==> src/rtl/ripple_count_extender.sv <==
`default_nettype none
// ============================================================================
// Module      : ripple_count_extender
// Description : Samples a free-running 4-bit ripple count into clk, accepts
//               only values seen identically on two consecutive edges, extends
//               the count to EXT_W bits with wrap/skip pulses and offers a
//               valid/ready snapshot port. Optional sticky overflow flag is
//               built when RIPPLE_EXT_OVF_STICKY_EN is defined.
// Revision    : 1.0 - initial release
// ============================================================================
module ripple_count_extender #(
    parameter int EXT_W    = 16,
    parameter int MAX_STEP = 4
) (
    input  logic             clk,
    input  logic             rst,
    input  logic [3:0]       cnt_in,
    input  logic             snap_req,
    input  logic             snap_ready,
    output logic [3:0]       stab_cnt,
    output logic [EXT_W-1:0] ext_cnt,
    output logic             wrap_pulse,
    output logic             skip_err,
    output logic             snap_valid,
    output logic [EXT_W-1:0] snap_data,
    output logic             ext_ovf
);

    typedef enum logic [1:0] {
        ST_IDLE    = 2'd0,
        ST_CAPTURE = 2'd1,
        ST_HOLD    = 2'd2
    } snap_state_t;

`ifdef RIPPLE_EXT_OVF_STICKY_EN
    localparam int SUM_W = EXT_W + 1;
`else
    localparam int SUM_W = EXT_W;
`endif

    // Two-flop sampler; stage 1 may go metastable, stage 2 is only trusted
    // when it agrees with stage 1.
    logic [3:0]       s1_q, s2_q;
    logic [3:0]       stab_cnt_q, stab_cnt_d;
    logic [EXT_W-1:0] ext_cnt_q, ext_cnt_d;
    logic             first_q, first_d;
    logic             wrap_q, wrap_d;
    logic             skip_q, skip_d;
    snap_state_t      state_q, state_d;
    logic             snap_valid_q, snap_valid_d;
    logic [EXT_W-1:0] snap_data_q, snap_data_d;

    logic             w_accept;
    logic [3:0]       w_delta;
    logic [SUM_W-1:0] w_sum;

    assign w_accept = (s1_q == s2_q) && (s2_q != stab_cnt_q);
    assign w_delta  = s2_q - stab_cnt_q;
    assign w_sum    = SUM_W'(ext_cnt_q) + SUM_W'(w_delta);

    always_comb begin
        stab_cnt_d = stab_cnt_q;
        ext_cnt_d  = ext_cnt_q;
        first_d    = first_q;
        wrap_d     = 1'b0;
        skip_d     = 1'b0;
        if (w_accept) begin
            stab_cnt_d = s2_q;
            if (first_q) begin
                // First value after reset is taken as the absolute start point.
                ext_cnt_d = EXT_W'(s2_q);
                first_d   = 1'b0;
            end else begin
                ext_cnt_d = w_sum[EXT_W-1:0];
                wrap_d    = (s2_q < stab_cnt_q);
                skip_d    = (32'(w_delta) > MAX_STEP);
            end
        end
    end

    always_comb begin
        state_d     = state_q;
        snap_data_d = snap_data_q;
        case (state_q)
            ST_IDLE: begin
                if (snap_req) begin
                    state_d = ST_CAPTURE;
                end
            end
            ST_CAPTURE: begin
                // Capture the post-edge count so a same-edge accept is included.
                snap_data_d = ext_cnt_d;
                state_d     = ST_HOLD;
            end
            ST_HOLD: begin
                if (snap_valid_q && snap_ready) begin
                    state_d = ST_IDLE;
                end
            end
            default: begin
                state_d = ST_IDLE;
            end
        endcase
        snap_valid_d = (state_d == ST_HOLD);
    end

    always_ff @(posedge clk or posedge rst) begin
        if (rst) begin
            s1_q         <= 4'd0;
            s2_q         <= 4'd0;
            stab_cnt_q   <= 4'd0;
            ext_cnt_q    <= '0;
            first_q      <= 1'b1;
            wrap_q       <= 1'b0;
            skip_q       <= 1'b0;
            state_q      <= ST_IDLE;
            snap_valid_q <= 1'b0;
            snap_data_q  <= '0;
        end else begin
            s1_q         <= cnt_in;
            s2_q         <= s1_q;
            stab_cnt_q   <= stab_cnt_d;
            ext_cnt_q    <= ext_cnt_d;
            first_q      <= first_d;
            wrap_q       <= wrap_d;
            skip_q       <= skip_d;
            state_q      <= state_d;
            snap_valid_q <= snap_valid_d;
            snap_data_q  <= snap_data_d;
        end
    end

`ifdef RIPPLE_EXT_OVF_STICKY_EN
    logic ext_ovf_q, ext_ovf_d;

    always_comb begin
        ext_ovf_d = ext_ovf_q;
        if (w_accept && !first_q && w_sum[EXT_W]) begin
            ext_ovf_d = 1'b1;
        end
    end

    always_ff @(posedge clk or posedge rst) begin
        if (rst) begin
            ext_ovf_q <= 1'b0;
        end else begin
            ext_ovf_q <= ext_ovf_d;
        end
    end

    assign ext_ovf = ext_ovf_q;
`else
    assign ext_ovf = 1'b0;
`endif

    assign stab_cnt   = stab_cnt_q;
    assign ext_cnt    = ext_cnt_q;
    assign wrap_pulse = wrap_q;
    assign skip_err   = skip_q;
    assign snap_valid = snap_valid_q;
    assign snap_data  = snap_data_q;

endmodule
`default_nettype wire

==> config.mk <==
export PLATFORM = sky130hd
export DESIGN_NAME = ripple_count_extender
export DESIGN_NICKNAME = d
export VERILOG_FILES = /design/src/rtl/ripple_count_extender.sv
export SDC_FILE = /design/constraint.sdc
export NUM_CORES = 1
export LEC_CHECK = 0
export CORE_UTILIZATION = 45
export DETAILED_ROUTE_END_ITERATION = 8
export MAX_ROUTING_LAYER = met4
export PLACE_DENSITY = 0.71
export SLEW_MARGIN = 20
export SYNTH_ARGS = -nofsm -noshare
export SYNTH_HDL_FRONTEND = slang
export SYNTH_SLANG_ARGS = --single-unit
==> constraint.sdc <==
create_clock -name clk -period 5 [get_ports clk]
set_input_delay 0.5 -clock clk [delete_from_list [all_inputs] [get_ports clk]]
set_output_delay 0.5 -clock clk [all_outputs]
set_load 0.05 [all_outputs]
-- Yosys cells after proc, flatten, opt, wreduce, memory -nomap -nowiden
Index checks and enable logic that the tools add are counted.
- register bits after elaboration: 50
- input bits: 8
- output and inout bits: 40
- word-level logic and storage cells: 31
- $add $sub $neg: 2
- order comparisons: 2
- equal/unequal tests: 5
- muxes and demuxes: 9
- reductions and logical operators: 3
- operators with widths (cell ; number):
    $mux 16 ; 2
    $add 16x4->16 ; 1
    $pmux 2 s3 ; 1
    $eq 2x2->1 const B ; 2
    $eq 4x4->1 ; 1
    $gt 4x3->1 const B ; 1
    $lt 4x4->1 ; 1
    $mux 1 ; 4
    $mux 2 ; 2
    $ne 4x4->1 ; 1
    $sub 4x4->4 ; 1
    $eq 2x1->1 const B ; 1
    $logic_and 1x1->1 ; 2
    $logic_not 2->1 ; 1

-- Depth between registers and ports, before layout
Gate-level depths: netlist (run 1).
- depth after elaboration: 4
- depth in mapped cells: 12

-- Least setup slack after synthesis (run 1)
OpenSTA, ideal clock, no wires.
- kind: reg-to-reg
- start: register stab_cnt_q[0] (netlist: stab_cnt[0])
- end: register snap_data_q[12] (netlist: snap_data[12])
- setup time: 0.122 ns
- arrival time: 2.841 ns
- required time: 4.878 ns
- setup slack: 2.037 ns
- cell stages (with the launch flop): 11
- buffers on the path: 0
- period minus slack after synthesis: 2.963 ns
- cells stage by stage: dfrtp_1 > ha_1 > inv_1 > fa_1 > inv_1 > fa_1 > nand2b_1 > a211oi_2 > nor3b_1 > xnor2_1 > o21ai_2
- longest elaborated chain between the ends: 4
- RTL lines (element ; line ; source):
    start, declared ; 44 ; logic [3:0] stab_cnt_q, stab_cnt_d;
    start signal, assigned ; 122 ; stab_cnt_q <= stab_cnt_d;
    $sub 4x4->4 ; 58 ; assign w_delta = s2_q - stab_cnt_q;
    $add 16x4->16 ; 59 ; assign w_sum = SUM_W'(ext_cnt_q) + SUM_W'(w_delta);
    $mux 16 ; 69 ; if (first_q) begin
    $mux 16 * ; 67 ; if (w_accept) begin
    end signal, assigned ; 129 ; snap_data_q <= snap_data_d;
    end, declared ; 51 ; logic [EXT_W-1:0] snap_data_q, snap_data_d;
Mark *: on every way between the ends. The rest lies on a longest branch, timed or not.
A chain may end at the register's enable or synchronous reset.

-- Final worst setup path (run 1)
- start: register s2_q[0]
- end: register snap_data_q[12] (netlist: snap_data[12])
- longest elaborated chain between the ends: 4
- RTL lines (element ; line ; source):
    start, declared ; 43 ; logic [3:0] s1_q, s2_q;
    start signal, assigned ; 121 ; s2_q <= s1_q;
    $sub 4x4->4 ; 58 ;
    $add 16x4->16 ; 59 ;
    $mux 16 ; 69 ;
    $mux 16 * ; 67 ;
Marks and branches as above.

==> results of run 1 <==
## layout make-up
cell class | instances | area [sq um] | area share
clock inverters | 2 | 12.51 | 0.004148
flip-flops and latches | 50 | 1252 | 0.4152
well taps | 70 | 87.58 | 0.02903
inverters | 16 | 61.31 | 0.02032
clock buffers | 6 | 82.58 | 0.02737
repair buffers | 47 | 467.9 | 0.1551
multi-input cells | 157 | 1052 | 0.3488
## worst max-delay path, delay by kind of cell, from the launching register on
family,cells,cell delay (ns)
fa+ha+maj,3,1.09
simple gates,2,0.53
compound gates,2,0.48
flops,1,0.42
buf+inv,3,0.21
xor+xnor,1,0.20
## layer usage
metal	vias to the layer above	share of wire	GRT usage
li1	894	-	-
met1	874	0.47	0.2733
met2	39	0.48	0.3224
met3	5	0.039	0.04101
met4	0	0.013	0.05967
met5	-	0	-
## stage by stage
step	hold slack [ns]	power (mW)	util
2_1_floorplan	0.3727	1.330	-
3_3_place_gp	0.3855	1.597	0.5646
3_5_place_dp	0.3857	1.611	0.5646
4_1_cts	0.4061	1.859	0.5830
5_1_grt	0.4251	1.986	0.5832
6_report	0.4004	1.850	0.5832
## cells in the final DEF (no fill, tap or decap), types with 2 or more instances in the layout
cell	count
nor2_1	18
o22ai_1	2
a21o_1	2
nor3b_1	2
xor2_1	6
dfrtp_1	49
mux2_2	3
a22oi_1	2
nand2_1	25
nor2b_1	2
clkinv_2	2
ha_1	8
nand3_1	7
a21boi_0	3
o21ai_0	8
o211ai_1	2
nor4_1	6
fa_1	2
xnor2_1	12
clkdlybuf4s50_1	46
nand2b_1	2
o31ai_1	3
nand4_1	7
a21oi_1	8
o21ai_2	9
and4_1	2
clkbuf_8	6
inv_1	15
## path summary, 6_finish.rpt
check                                  start                        end  slack, ns  cells after the start
hold / removal             s1_q[1]$_DFF_PP0_          s2_q[1]$_DFF_PP0_       0.40                      0
max in group asynchronous                rst       ext_cnt[6]$_DFF_PP0_       3.85                      2
min in group asynchronous                rst          s1_q[3]$_DFF_PP0_       0.64                      2
setup reg to reg           s2_q[0]$_DFF_PP0_  snap_data[12]$_DFFE_PP0P_       1.95                     11
setup / recovery           s2_q[0]$_DFF_PP0_  snap_data[12]$_DFFE_PP0P_       1.95                     11
hold reg to reg            s1_q[1]$_DFF_PP0_          s2_q[1]$_DFF_PP0_       0.40                      0
## kinds of logic (layout without fill, tap and decap cells)
group | Yosys count | after routing | share of synthesized area
compound gates | 48 | 48 | 0.1394
mux | 3 | 3 | 0.01389
xor+xnor | 18 | 18 | 0.06481
buf+inv | 27 | 71 | 0.05247
other cells | 1 | 1 | 0.001542
flops | 50 | 50 | 0.5149
fa+ha+maj | 10 | 10 | 0.05762
simple gates | 77 | 77 | 0.1553
## synth_stat cells, drive strengths merged (2+ instances only)
cell,instances,area [sq um]
o211ai,2,15.01
a21oi,8,40.04
buf,4,41.29
nor2,18,67.56
o31ai,3,22.52
o21ai,17,118.9
a21o,2,15.01
o22ai,2,12.51
ha,8,100.1
a22oi,2,15.01
nor2b,2,12.51
nand4,7,43.79
nand2b,2,12.51
xnor2,12,105.1
and4,2,17.52
inv,16,60.06
xor2,6,52.55
nand3,7,35.03
fa,2,40.04
a211oi,2,20.02
nor4,6,37.54
mux2,3,33.78
nand2,25,93.84
dfrtp,49,1226
clkbuf,7,26.28
nor3b,2,15.01
a21boi,3,22.52
## flip-flops by register name, indices dropped and copies added (netlist names)
register    cells
skip_err        1
s1_q            4
ext_cnt        16
snap_data      16
first_q         1
state_q         2
snap_valid      1
stab_cnt        4
s2_q            4
wrap_pulse      1
## power by group
| group | total (mW) | internal, mW | switching (mW) |
|---|---|---|---|
| sequential | 0.570 | 0.496 | 0.0739 |
| clock | 0.241 | 0.111 | 0.129 |
| combinational | 1.04 | 0.374 | 0.665 |
| total | 1.85 | 0.981 | 0.869 |
==> impl_metrics.yaml, run 1 <==
sta:
  maxSlewHeadroom: 0.4234
  min_period_over_period: 0.6100
  layout_setup_ws_ns: 1.950
  drv_slew: 0
  setup_viol: 0
  hold_viol_final: 0
  tightest_slew_ns: 0.8618
  clock_skew_ns: 0.005087
  fmax_mhz: 327.9
  rsz0062_at_grt: "false"
  period_minus_slack_ns: 3.050
  tns_ns: 0
clocking:
  cts_max_level: 2
  clk_latency_ns: 0.30
  clock_sinks: 50
  cts_buffers: 5
  cts_hold_buf: 0
  cts_resized: 0
  postCtsSetupBuffers: 0
  clock_path_buffers: 2
  cts_tree: "done"
  clk_pin_slew_ns: 0.09
  root_buffer: "clkbuf_8"
logic_synthesis:
  synthArstFlopShare: 1.000
  syn-cell-area_sq_mm: 0.002432
  syn_area_per_cell_sq_um: 10.39
  synth-edff-count: 0
  ys_seq_area_frac: 0.5149
  ys_types: 45
  syn_nets: 252
  syn_inst: 234
  ys_warn_count: 0
  yosys_most_used_dff: "dfrtp_1"
  ys_ff_latch: 50
placed_design:
  gp_congestion: 0.9279
  placedCellCount: 340
  placed_area_sq_mm: 0.002920
  place_ws_ns: 2.019
  portBuffers: 46
  hpwl_mm: 3.580
pwr:
  leakage_nw: 1.281
  ir_worst_vdd_uv: 307.2
  powerDensity_mw_per_mm2: 613.3
floorplan:
  io_pins: 48
  num_rows: 26
  dieHeight_um: 75.52
  dieArea_sq_mm: 0.005703
  dieWidth_um: 75.52
  start_util: 0.4702
  core_area_sq_mm: 0.005172
grt:
  antenna_found_initial: 0
  grt-ovfl-total: 0
  grt_max_degree: 51
  grt_pass1_wl_mm: 8.424
  track_usage: 0.2059
  grt_pass1_vias: 1768
final_layout:
  synthToLayoutAreaGrowth_pct: 24.02
  fillers: 445
  nNetsFinal: 295
  finalInstanceArea_sq_mm: 0.003017
  drive_gt1_frac: 0.08993
  finalNonFillerCells: 348
  n_antenna_cell: 0
worst_setup_path:
  max_stage_delay_ns: 0.51
  cp-start-kind: "register"
  crit_slowest_cell: "fa_1"
  path_common_cell: "inv_1"
  path_class: "reg -> reg"
  crit_path_end_kind: "register"
  path_max_fanout: 6
  cp_cell_sequence: "inv_1 -> ha_1 -> inv_1 -> fa_1 -> inv_1 -> fa_1 -> nand2b_1 -> a211oi_2 -> nor3b_1 -> xnor2_1 -> o21ai_2"
  required_ns: 5.18
  critPathArrivalTime_ns: 3.23
route:
  drt_pass1_iterations: 4
  dr.first_iter.drc_count: 133
  drc_errors: 0
  viasPerCell: 5.207
  wl_mm: 5.038
  detail_route.wl_per_cell_um: 14.48
  postRouteAntennaNets: 0
  vias: 1812
outcome:
  status: "completed"
job:
  drv_cap: 0
hold_path:
  min_path_type: "reg -> reg"
No activity file was read; power rests on OpenSTA's default activity.
==> inputs of run 2 (changes only) <==
clock period = 3 ns   (was 5 ns; I/O delays follow)
==> run 2 against run 1 <==
Against the previous run:
- combinational power is 77% higher
- global-route usage rose by 0.30 points
- sequential power is 67% higher
- design area increased by 2.7%
- routed wire length rose by 2.7%
- register-to-register slack worse by 1.8 ns
- critical path depth rose by 1
- non-clock buffer count increased by 5
- maximum frequency increased by 8.1%
==> impl_metrics.yaml, run 2 (synthesized netlist as in run 1, its figures left out) <==
outcome:
  status: "completed"
clocking:
  root_buffer: "clkbuf_8"
  cts_tree: "done"
  cts_max_level: 2
  cts_buffers: 5
  clk_latency_ns: 0.30
  cts_hold_buf: 0
  clock_path_buffers: 2
  clk_pin_slew_ns: 0.09
  clock_sinks: 50
final_layout:
  layout_common_cells: "dfrtp_1 (49), clkdlybuf4s50_1 (46), nand2_1 (25)"
  finalNonFillerCells: 353
  n_antenna_cell: 0
  synthToLayoutAreaGrowth_pct: 27.31
  utilization: 0.5987
  drive_gt1_frac: 0.1131
  fillers: 444
  nNetsFinal: 300
  final_common_cell: "dfrtp_1"
pwr:
  p_comb_frac: 0.565
  powerDensity_mw_per_mm2: 1049
  intPower_mw: 1.744
  clkPwrFrac: 0.142
  ir_worst_vdd_uv: 455.9
  p_sw_frac: 0.4632
  leakage_nw: 1.319
  seqPwrFrac: 0.293
  switchingPower_mw: 1.505
route:
  detail_route.wl_per_cell_um: 14.66
  postRouteAntennaNets: 0
  viasPerCell: 5.272
  drt_pass1_iterations: 4
  drc_errors: 0
  wl_mm: 5.176
  dr.first_iter.drc_count: 174
  vias: 1861
floorplan:
  dieArea_sq_mm: 0.005703
  dieWidth_um: 75.52
  core_area_sq_mm: 0.005172
  io_pins: 48
  dieHeight_um: 75.52
  start_util: 0.4702
  num_rows: 26
worst_setup_path:
  crit_slowest_cell: "fa_1"
  cp_cell_sequence: "inv_1 -> ha_1 -> inv_1 -> fa_1 -> inv_1 -> fa_1 -> nand2b_4 -> a211oi_4 -> buf_4 -> nand3_1 -> xor2_2 -> o21ai_2"
  required_ns: 3.18
  crit_path_end_kind: "register"
  path_class: "reg -> reg"
  max_stage_delay_ns: 0.50
  path_common_cell: "inv_1"
  cp-start-kind: "register"
  path_max_fanout: 4
  critPathArrivalTime_ns: 3.00
grt:
  grt_pass1_wl_mm: 8.480
  grt-ovfl-total: 0
  track_usage: 0.2089
  grt_pass1_vias: 1819
  antenna_found_initial: 0
  grt_max_degree: 31
sta:
  clock_skew_ns: 0.005333
  hold_viol_final: 0
  period_minus_slack_ns: 2.822
  setup_viol: 0
  maxSlewHeadroom: 0.6514
  drv_slew: 0
  tightest_slew_ns: 0.5230
  fmax_mhz: 354.3
  min_period_over_period: 0.9407
placed_design:
  portBuffers: 46
  gp_congestion: 0.9552
  hpwl_mm: 3.766
  placedCellCount: 343
job:
  drv_cap: 0
hold_path:
  min_path_type: "in -> async"
==> run 2: cell count changes in the layout (fill, tap and decap cells not counted), sizes merged <==
cell and change:
buf +5, clkinv -2, bufinv +1, inv +1
==> run 2: cell type report <==
class | instances | area (sq um) | area share
clock buffers | 6 | 72.57 | 0.02343
clock inverters | 2 | 37.54 | 0.01212
inverters | 16 | 60.06 | 0.01939
multi-input cells | 157 | 1081 | 0.3491
flip-flops and latches | 50 | 1252 | 0.4044
well taps | 70 | 87.58 | 0.02828
repair buffers | 52 | 505.5 | 0.1632
==> run 2: power by group through the flow <==
| stage | combinational, mW | sequential [mW] | clock, mW |
|---|---|---|---|
| 5_1_grt | 1.99 | 0.979 | 0.502 |
| 2_1_floorplan | 0.798 | 1.42 | 0 |
| 3_3_place_gp | 1.72 | 0.961 | 0 |
| 4_1_cts | 1.75 | 0.953 | 0.474 |
| 6_report | 1.84 | 0.951 | 0.461 |
| 3_5_place_dp | 1.74 | 0.967 | 0 |
==> run 2: metal layers <==
| layer | wire [um] | track usage | up-vias |
|---|---|---|---|
| li1 | - | - | 896 |
| met1 | 2437 | 0.2769 | 909 |
| met2 | 2496 | 0.3204 | 48 |
| met3 | 162 | 0.03704 | 8 |
| met4 | 80 | 0.08230 | 0 |
| met5 | 0 | - | - |
==> run 2: path summary, 6_finish.rpt <==
| check | start | endpoint | slack (ns) | cells after the start |
|---|---|---|---|---|
| worst max-delay path | s2_q[0]$_DFF_PP0_ | snap_data[14]$_DFFE_PP0P_ | 0.18 | 12 |
| worst min-delay path | rst | stab_cnt[3]$_DFFE_PP0P_ | 0.32 | 2 |
| worst max register to register | s2_q[0]$_DFF_PP0_ | snap_data[14]$_DFFE_PP0P_ | 0.18 | 12 |
| worst min register to register | s1_q[2]$_DFF_PP0_ | s2_q[2]$_DFF_PP0_ | 0.41 | 0 |
| max in group asynchronous | rst | first_q$_DFFE_PP1P_ | 1.91 | 3 |
| min in group clk | s1_q[2]$_DFF_PP0_ | s2_q[2]$_DFF_PP0_ | 0.41 | 0 |
==> run 2: metrics by stage <==
step           total power [mW]   TNS (ns)  setup slack (ns)  cell area (sq um)  hold slack (ns)
5_1_grt                   3.471  -0.005964         -0.005964               3097           0.3487
3_5_place_dp              2.703          0            0.1597               2943           0.3895
3_3_place_gp              2.684          0            0.1804               2943           0.3876
2_1_floorplan             2.216          0           0.03744               2432           0.3314
6_report                  3.249          0            0.1778               3097           0.3181
4_1_cts                   3.175          0            0.1331               3053           0.3311
==> run 2: critical path, delay by kind of cell, from the launching register on <==
family,cells,cell delay [ns]
AND/OR/NAND/NOR,2,0.29
buffers and inverters,4,0.37
XOR/XNOR,1,0.22
flip-flops,1,0.38
AO/OA/AOI/OAI,2,0.37
adder cells (fa/ha/maj),3,1.06
==> run 2: repair_timing <==
item,CTS,global route
setup endpoints to repair,0,8
resized for setup,0,5
buffers inserted,0,2
==> inputs of run 3 (changes only) <==
PLACE_DENSITY = 0.78   (was 0.71)
==> run 3 against run 2 <==
Against the previous run:
- maximum frequency fell by 2.5%
- setup slack lost 0.074 ns
- routed wire length is 1.6% higher
- power fell by 0.21%
- clock power hardly changed
- critical path depth shrank 1
- sequential power about the same
==> impl_metrics.yaml, run 3 (synthesized netlist as in run 1, its figures left out) <==
sta:
  tightest_slew_ns: 0.8310
  layout_setup_ws_ns: 0.1040
  hold_viol_final: 0
  period_minus_slack_ns: 2.896
  drv_slew: 0
  min_period_over_period: 0.9653
  clock_skew_ns: 0.004803
  fmax_mhz: 345.3
  tns_ns: 0
  maxSlewHeadroom: 0.4460
  rsz0062_at_grt: "true"
  setup_viol: 0
clocking:
  clk_latency_ns: 0.30
  cts_max_level: 2
  clk_pin_slew_ns: 0.09
  root_buffer: "clkbuf_8"
  cts_hold_buf: 0
  clock_path_buffers: 2
  cts_tree: "done"
  cts_buffers: 5
  clock_sinks: 50
worst_setup_path:
  critPathArrivalTime_ns: 3.07
  required_ns: 3.17
  path_common_cell: "inv_1"
  path_max_fanout: 5
  crit_slowest_cell: "fa_1"
  reg2reg_from: "s2_q[0]$_DFF_PP0_"
  cp-start-kind: "register"
  max_stage_delay_ns: 0.51
  cp_cell_sequence: "inv_1 -> ha_1 -> inv_1 -> fa_1 -> inv_1 -> fa_1 -> nand2b_2 -> a211oi_4 -> nor3b_4 -> xnor2_2 -> o21ai_2"
  critPathLaunch: "s2_q[0]$_DFF_PP0_"
  crit_path_end_kind: "register"
  path_class: "reg -> reg"
pwr:
  p_comb_frac: 0.565
  seqPwrFrac: 0.293
  leakage_nw: 1.324
  ir_worst_vdd_uv: 679.9
  switchingPower_mw: 1.498
  intPower_mw: 1.744
  power_mw: 3.242
  powerDensity_mw_per_mm2: 1037
  p_sw_frac: 0.4620
  clkPwrFrac: 0.142
grt:
  grt-ovfl-total: 0
  grt.met1_usage: 0.2817
  use_met3: 0.03836
  grt_util_met2: 0.3244
  track_usage: 0.2102
  busiest_layer: "met2"
  antenna_found_initial: 0
  grt_max_degree: 51
  grt_pass1_vias: 1803
  grt_pass1_wl_mm: 8.625
floorplan:
  io_pins: 48
  start_util: 0.4702
  dieHeight_um: 75.52
  dieArea_sq_mm: 0.005703
  dieWidth_um: 75.52
  num_rows: 26
  core_area_sq_mm: 0.005172
hold_path:
  holdCritStartpoint: "s1_q[1]$_DFF_PP0_"
  min_path_type: "reg -> reg"
route:
  detail_route.wl_per_cell_um: 14.98
  dr.first_iter.drc_count: 102
  vias: 1877
  drt_pass1_iterations: 4
  viasPerCell: 5.348
  postRouteAntennaNets: 0
  wl_mm: 5.257
  drc_errors: 0
final_layout:
  finalNonFillerCells: 351
  multi_input_area_sq_mm: 0.001127
  n_antenna_cell: 0
  final_common_cell: "dfrtp_1"
  fillers: 436
  seq_area_sq_mm: 0.001252
  nNetsFinal: 298
  drive_gt1_frac: 0.1281
  synthToLayoutAreaGrowth_pct: 28.50
  layout_common_cells: "dfrtp_1 (49), clkdlybuf4s50_1 (46), nand2_1 (25)"
  utilization: 0.6043
placed_design:
  gp_congestion: 0.8559
  hpwl_mm: 3.641
  placedCellCount: 341
  place_ws_ns: 0.05298
  portBuffers: 46
outcome:
  status: "completed"
job:
  drv_cap: 0
run 3: cell types whose count changed in the layout (fill, tap and decap cells not counted), moves of 2 or more:
| cell | delta |
|---|---|
| xor2_1 | -2 |
| nor4_2 | +2 |
| xor2_2 | +2 |
| buf_4 | -2 |
| nor4_1 | -2 |
run 3: cell type report:
type,instances,share of cell area
timing repair buffer,50,0.1569
clock inverter,1,0.009608
multi-input combinational,157,0.3607
clock buffer,7,0.02442
sequential,50,0.4007
inverter,16,0.01962
tap,70,0.02802
run 3: final timing paths:
path	cells past startpoint	slack (ns)	end
setup / recovery	11	0.10	snap_data[12]$_DFFE_PP0P_
hold / removal	0	0.40	s2_q[1]$_DFF_PP0_
setup reg to reg	11	0.10	snap_data[12]$_DFFE_PP0P_
hold reg to reg	0	0.40	s2_q[1]$_DFF_PP0_
max in group asynchronous	2	2.05	ext_cnt[8]$_DFF_PP0_
min in group asynchronous	2	0.45	stab_cnt[2]$_DFFE_PP0P_
run 3: stage by stage:
step,hold slack (ns),cell area [sq um]
floorplan,0.3314,2432
global placement,0.3854,2928
detailed placement,0.3872,2928
CTS,0.4061,3034
global route,0.4205,3126
finish,0.4045,3126
run 3: per-layer routing:
layer  vias to the layer above  wire (um)
met5                         -          0
met4                         0         74
met3                         4        263
met2                        52       2488
met1                       922       2430
li1                        899          -
run 3: power by group through the flow:
stage / clock network (mW) / logic, mW / registers [mW]
after floorplan: 0 / 0.798 / 1.42
after global placement: 0 / 1.71 / 0.959
after detailed placement: 0 / 1.72 / 0.962
after CTS: 0.472 / 1.74 / 0.949
after global routing: 0.497 / 2.00 / 0.977
final: 0.459 / 1.83 / 0.951
run 3: what timing repair did:
action	4_1_cts	5_1_grt
setup buffers	0	2
setup endpoints to repair	0	18
resized for setup	0	12
run 3: critical path, delay by kind of cell (launching register included):
family | cells | cell delay (ns)
buffers and inverters | 3 | 0.21
AND/OR/NAND/NOR | 2 | 0.50
adder cells (fa/ha/maj) | 3 | 1.07
flip-flops | 1 | 0.41
XOR/XNOR | 1 | 0.15
AO/OA/AOI/OAI | 2 | 0.43
